<file path="config.mk">
export PLATFORM = sky130hd
export DESIGN_NAME = trace_capture_fifo
export DESIGN_NICKNAME = d
export VERILOG_FILES = /design/src/rtl/trace_pkg.sv /design/src/rtl/trace_ram.sv /design/src/rtl/trace_capture_fifo.sv
export SDC_FILE = /design/constraint.sdc
export NUM_CORES = 2
export LEC_CHECK = 0
export CAP_MARGIN = 20
export CORE_MARGIN = 10
export CORE_UTILIZATION = 60
export CTS_BUF_LIST = sky130_fd_sc_hd__clkbuf_4 sky130_fd_sc_hd__clkbuf_8
export DETAILED_ROUTE_END_ITERATION = 10
export GPL_TIMING_DRIVEN = 0
export PLACE_DENSITY = 0.87
export SLEW_MARGIN = 30
export SYNTH_ARGS = -nofsm -noshare
export SYNTH_HDL_FRONTEND = slang
export SYNTH_HIERARCHICAL = 1
export SYNTH_SLANG_ARGS = --single-unit
</file>
<file path="constraint.sdc">
create_clock -name clock -period 28.1 [get_ports clock]
set_input_delay 2.81 -clock clock [delete_from_list [all_inputs] [get_ports clock]]
set_output_delay 2.81 -clock clock [all_outputs]
set_load 0.03 [all_outputs]
</file>
<file path="src/rtl/trace_pkg.sv">
// Shared types and constants for the retirement trace capture FIFO.
// TRACE_TIMESTAMP_EN adds a 32-bit timestamp field to every trace record.
package trace_pkg;

   localparam int DEFAULT_DEPTH  = 16;
   localparam int DEFAULT_DROP_W = 16;

   localparam int FLAG_REG_WRITE = 0;
   localparam int FLAG_MEM_WRITE = 1;

   typedef struct packed {
      logic [31:0] pc;
      logic [31:0] instr;
      logic [4:0]  rd;
      logic [31:0] wdata;
      logic [1:0]  flags;
`ifdef TRACE_TIMESTAMP_EN
      logic [31:0] timestamp;
`endif
   } trace_rec_t;

endpackage

</file>
<file path="src/rtl/trace_ram.sv">
// Trace record storage: DEPTH entries, one synchronous write port, one combinational read port.
// Entries are not reset; only the pointers in the parent decide what is valid.
module trace_ram
   import trace_pkg::*;
#(
   parameter int DEPTH = DEFAULT_DEPTH
) (
   input  logic                     clock,
   input  logic                     we,
   input  logic [$clog2(DEPTH)-1:0] waddr,
   input  trace_rec_t               wdata,
   input  logic [$clog2(DEPTH)-1:0] raddr,
   output trace_rec_t               rdata
);

   trace_rec_t mem [DEPTH];

   always_ff @(posedge clock) begin
      if (we) begin
         mem[waddr] <= wdata;
      end
   end

   assign rdata = mem[raddr];

endmodule

</file>
<file path="src/rtl/trace_capture_fifo.sv">
// Circular first-word-fall-through FIFO buffering per-cycle retirement records for a debug consumer.
// Optional macro TRACE_TIMESTAMP_EN adds a free-running cycle counter and the o_timestamp port.
module trace_capture_fifo
   import trace_pkg::*;
#(
   parameter int DEPTH  = DEFAULT_DEPTH,
   parameter int DROP_W = DEFAULT_DROP_W
) (
   input  logic                     clock,
   input  logic                     reset_n,
   input  logic                     i_capture_en,
   input  logic [31:0]              i_pc,
   input  logic [31:0]              i_instr,
   input  logic [4:0]               i_rd,
   input  logic                     i_reg_write,
   input  logic                     i_mem_write,
   input  logic [31:0]              i_alu_result,
   input  logic                     i_drop_clear,
   output logic                     o_valid,
   input  logic                     i_ready,
   output logic [31:0]              o_pc,
   output logic [31:0]              o_instr,
   output logic [4:0]               o_rd,
   output logic [31:0]              o_wdata,
   output logic [1:0]               o_flags,
`ifdef TRACE_TIMESTAMP_EN
   output logic [31:0]              o_timestamp,
`endif
   output logic [$clog2(DEPTH):0]   o_count,
   output logic [DROP_W-1:0]        o_dropped
);

   localparam int PW = $clog2(DEPTH);
   localparam int CW = $clog2(DEPTH) + 1;

   logic [PW-1:0]     wr_ptr;
   logic [PW-1:0]     rd_ptr;
   logic [CW-1:0]     count;
   logic [DROP_W-1:0] dropped;

   logic       full;
   logic       pop;
   logic       accept;
   logic       drop;
   trace_rec_t wr_rec;
   trace_rec_t rd_rec;
   trace_rec_t head;

`ifdef TRACE_TIMESTAMP_EN
   logic [31:0] cycle_count;

   always_ff @(posedge clock or negedge reset_n) begin
      if (!reset_n) begin
         cycle_count <= '0;
      end else begin
         cycle_count <= cycle_count + 32'd1;
      end
   end
`endif

   // A full FIFO still takes a push when the head leaves in the same cycle.
   assign o_valid = (count != '0);
   assign full    = (count == CW'(DEPTH));
   assign pop     = o_valid & i_ready;
   assign accept  = i_capture_en & (~full | pop);
   assign drop    = i_capture_en & full & ~pop;

   always_comb begin
      wr_rec                       = '0;
      wr_rec.pc                    = i_pc;
      wr_rec.instr                 = i_instr;
      wr_rec.rd                    = i_rd;
      wr_rec.wdata                 = i_alu_result;
      wr_rec.flags[FLAG_REG_WRITE] = i_reg_write;
      wr_rec.flags[FLAG_MEM_WRITE] = i_mem_write;
`ifdef TRACE_TIMESTAMP_EN
      wr_rec.timestamp             = cycle_count;
`endif
   end

   trace_ram #(
      .DEPTH (DEPTH)
   ) u_ram (
      .clock (clock),
      .we    (accept),
      .waddr (wr_ptr),
      .wdata (wr_rec),
      .raddr (rd_ptr),
      .rdata (rd_rec)
   );

   always_ff @(posedge clock or negedge reset_n) begin
      if (!reset_n) begin
         wr_ptr <= '0;
         rd_ptr <= '0;
         count  <= '0;
      end else begin
         if (accept) begin
            wr_ptr <= wr_ptr + PW'(1);
         end
         if (pop) begin
            rd_ptr <= rd_ptr + PW'(1);
         end
         case ({accept, pop})
            2'b10:   count <= count + CW'(1);
            2'b01:   count <= count - CW'(1);
            default: count <= count;
         endcase
      end
   end

   // Clear takes priority over a same-cycle drop; the counter sticks at all-ones.
   always_ff @(posedge clock or negedge reset_n) begin
      if (!reset_n) begin
         dropped <= '0;
      end else if (i_drop_clear) begin
         dropped <= '0;
      end else if (drop && (dropped != {DROP_W{1'b1}})) begin
         dropped <= dropped + DROP_W'(1);
      end
   end

   assign head      = o_valid ? rd_rec : '0;
   assign o_pc      = head.pc;
   assign o_instr   = head.instr;
   assign o_rd      = head.rd;
   assign o_wdata   = head.wdata;
   assign o_flags   = head.flags;
`ifdef TRACE_TIMESTAMP_EN
   assign o_timestamp = head.timestamp;
`endif
   assign o_count   = count;
   assign o_dropped = dropped;

endmodule

</file>
==> summary.txt <==
Core area: 105,600 um2
Status: complete, no violations
Bufs and invs on worst path: 4
Setup Viol. Count Final: 0
PD cells: 107.5 nW/um2
Relative slew slack: 25.73%
I/O pin count: 233
Netlist cell types: 46
DP HPWL: 107.2 mm
Vias in the first global route: 35,830
Crit-path most repeated cell: clkbuf_1
Worst-path cell chain: or4_4, nor2_1, inv_1, clkbuf_1, clkbuf_1, and2_1, clkdlybuf4s50_1
Post-synth EDFFs: 1,648
Peak Freq: 0.1282 GHz
Logic pwr share: 37.7%
Via count: 34,470
Max_cap viols: 0
Worst path required time: 25.29 ns
Initial core utilization: 60.61%
Pin count of the biggest net entering global routing: 30
Syn Std Cell Area: 63,990 um2
Reg power frac: 38.0%
Clk sink count: 1,677
Htree depth: 5
Initial antenna violation count: 25
Final hold viol count: 0
Startpoint type of the worst setup path: flop
Most frequent cells in the layout: edfxtp_1 (1,648), mux4_2 (412), clkbuf_8 (286), clkdlybuf4s50_1 (229), a22oi_1 (206)
Initial drt markers: 5,306
Yosys top cell area share: 77.34%
Post-synth ARST share: 1.729%
Final period util: 27.76%
P_sw: 2815 uW
Most common cell after layout, fill and taps aside: edfxtp_1
Clock latency on the worst-skew pair: 0.94 ns
Post-route cell area: 76,000 um2
GPL Wtd Cong: 0.8052
TritonCTS Buffers: 274
First-pass GRT wire length: 246.8 mm
Clock-pin slew on the worst setup and hold paths: 0.06 ns
Layout cells sized above 1: 29.02%
Die width: 346.6 um
Drt total wl: 172.0 mm
Final ANT Viol Nets: 0
Gr ovfl total: 0
VDD IR max: 0.1045 mV
Final min period: 7.801 ns
CP max-delay cell: clkbuf_1
Int Pwr: 5357 uW
Average size of a mapped cell: 22.63 um2
Largest fanout on the critical path: 10
Final core occ: 72.00%
Filler cell count: 5,437
Post-synth net total: 2,940
Crit path capture type: primary output
Synthesized flop and latch total: 1,677
CP delay by family, top: buffers and inverters
RSZ-0062 raised after global routing: no
Critical Setup Path Class: flop to primary output
Sequential cell area fraction in the yosys report: 78.47%
Port Buf Inserts: 230
GRT Total Usage: 28.25%
Height of the die: 346.6 um
Slew Limit Fails: 0
Sw Ratio: 34.45%
Layout area overhead: 18.78%
Hold buffer count at cts: 0
Layout Nets: 3,603
Row count: 119
Hold crit path type: flop to flop
Vias per std cell: 6.798
CTS tree: yes
Critical path's largest stage delay: 0.89 ns
Area leader, netlist: edfxtp_1
Data arrival, critical path: 4.99 ns
Setup Total Neg Slack: 0 ns
Leak: 0.02460 uW
Placed cells: 4,605
Post-Place Cell Area: 70,980 um2
Clk_skew: 0.04161 ns
Ys Warns: 6
Die area: 120,100 um2
CTS root buf: clkbuf_8
Ranking of synthesized cells by area: edfxtp_1 (77%), mux4_2 (15%), a22oi_1 (2.4%)
Post-CTS sizing: 0
DRT Pass-1 Iters: 8
Slew at the pin closest to its max-slew limit: 1.114 ns
Reg2Reg Setup Slack: 24.13 ns
Residual DRC: 0
Clock network power share: 24.3%
Per-cell routed wire length: 33.92 um
CTS Buffer Depth: 4
WHS: 0.6028 ns
Synth Flop Type: edfxtp_1
Cell Count, Final, Fillers Out: 5,070
Cells after synthesis: 2,827
Post-CTS setup buffer count: 0
Yosys cell counts (4+ instances only):
cell / count
a211oi_1: 8
a21oi_1: 12
a22oi_1: 206
and2_1: 104
buf_1: 28
buf_2: 16
buf_4: 17
buf_6: 28
clkbuf_1: 66
dfrtp_1: 29
edfxtp_1: 1648
ha_1: 5
inv_1: 5
mux4_2: 412
nand2_1: 114
nand3_1: 11
nor2_1: 38
nor2b_1: 4
nor3_1: 6
o21ai_0: 7
or3_1: 5
xnor2_1: 13
xor2_1: 5
worst reg2reg max path, delay by kind of cell, from the launching register on:
kind,cells,cell delay [ns]
buffers and inverters,6,1.29
AND/OR/NAND/NOR,3,1.21
AO/OA/AOI/OAI,1,0.63
flip-flops,1,0.53
through the flow:
stage | setup slack [ns] | power [uW]
after global placement | 7.523 | 6016
after global routing | 20.30 | 8415
final | 20.30 | 8172
after detailed placement | 20.92 | 6167
after floorplan | 16.24 | 4949
after CTS | 20.44 | 8163
flip-flops by register name (all words and copies together) (netlist names):
| name | flops |
|---|---|
| o_dropped | 16 |
| o_count | 5 |
| rd_ptr | 4 |
| wr_ptr | 4 |
| u_ram/mem | 1648 |
worst paths after layout:
path | endpoint | startpoint | cells after the start
setup / recovery | o_pc[11] | o_count[0] | 7
hold / removal | o_dropped[15] | o_dropped[15] | 2
setup reg to reg | u_ram/mem[12][64] | o_count[0] | 10
hold reg to reg | o_dropped[15] | o_dropped[15] | 2
max in group asynchronous | o_dropped[11] | reset_n | 1
min in group asynchronous | o_count[4] | reset_n | 1
layer usage:
metal  vias to the layer above  GRT usage (%)  share of wire, %
met5                         -              0              0.12
met4                        30          13.65               4.5
met3                       584          7.876                12
met2                      2880          45.67                50
met1                     17620          35.46                33
li1                      13350              -                 -
layout make-up:
cell class	instances	area, um2	area share [%]
Antenna cell	13	32.53	0.04280
Buffer	155	882.1	1.161
Clock buffer	375	4604	6.058
Clock inverter	77	374.1	0.4922
Inverter	5	18.77	0.02469
Multi-Input combinational cell	990	13000	17.10
Sequential cell	1677	50210	66.07
Tap cell	1391	1740	2.290
Timing Repair Buffer	387	5142	6.766
power by group through the flow:
stage          logic [uW]  registers [uW]  clock network (uW)
2_1_floorplan        1780            3170                   0
3_3_place_gp         2790            3230                   0
3_5_place_dp         3020            3150                   0
4_1_cts              3060            3100                2000
5_1_grt              3190            3120                2100
6_report             3080            3110                1980
logic make-up after synthesis:
family / Yosys count / synth area share, %
buffers and inverters: 160 / 1.398
DFF: 1677 / 78.47
muxes: 416 / 14.57
and+or+nand+nor: 304 / 2.384
adders and majority gates: 5 / 0.09777
AOI/OAI and AO/OA: 247 / 2.831
xor gates and xnor gates: 18 / 0.2464
Note: power is estimated with default switching activity, not from simulation.
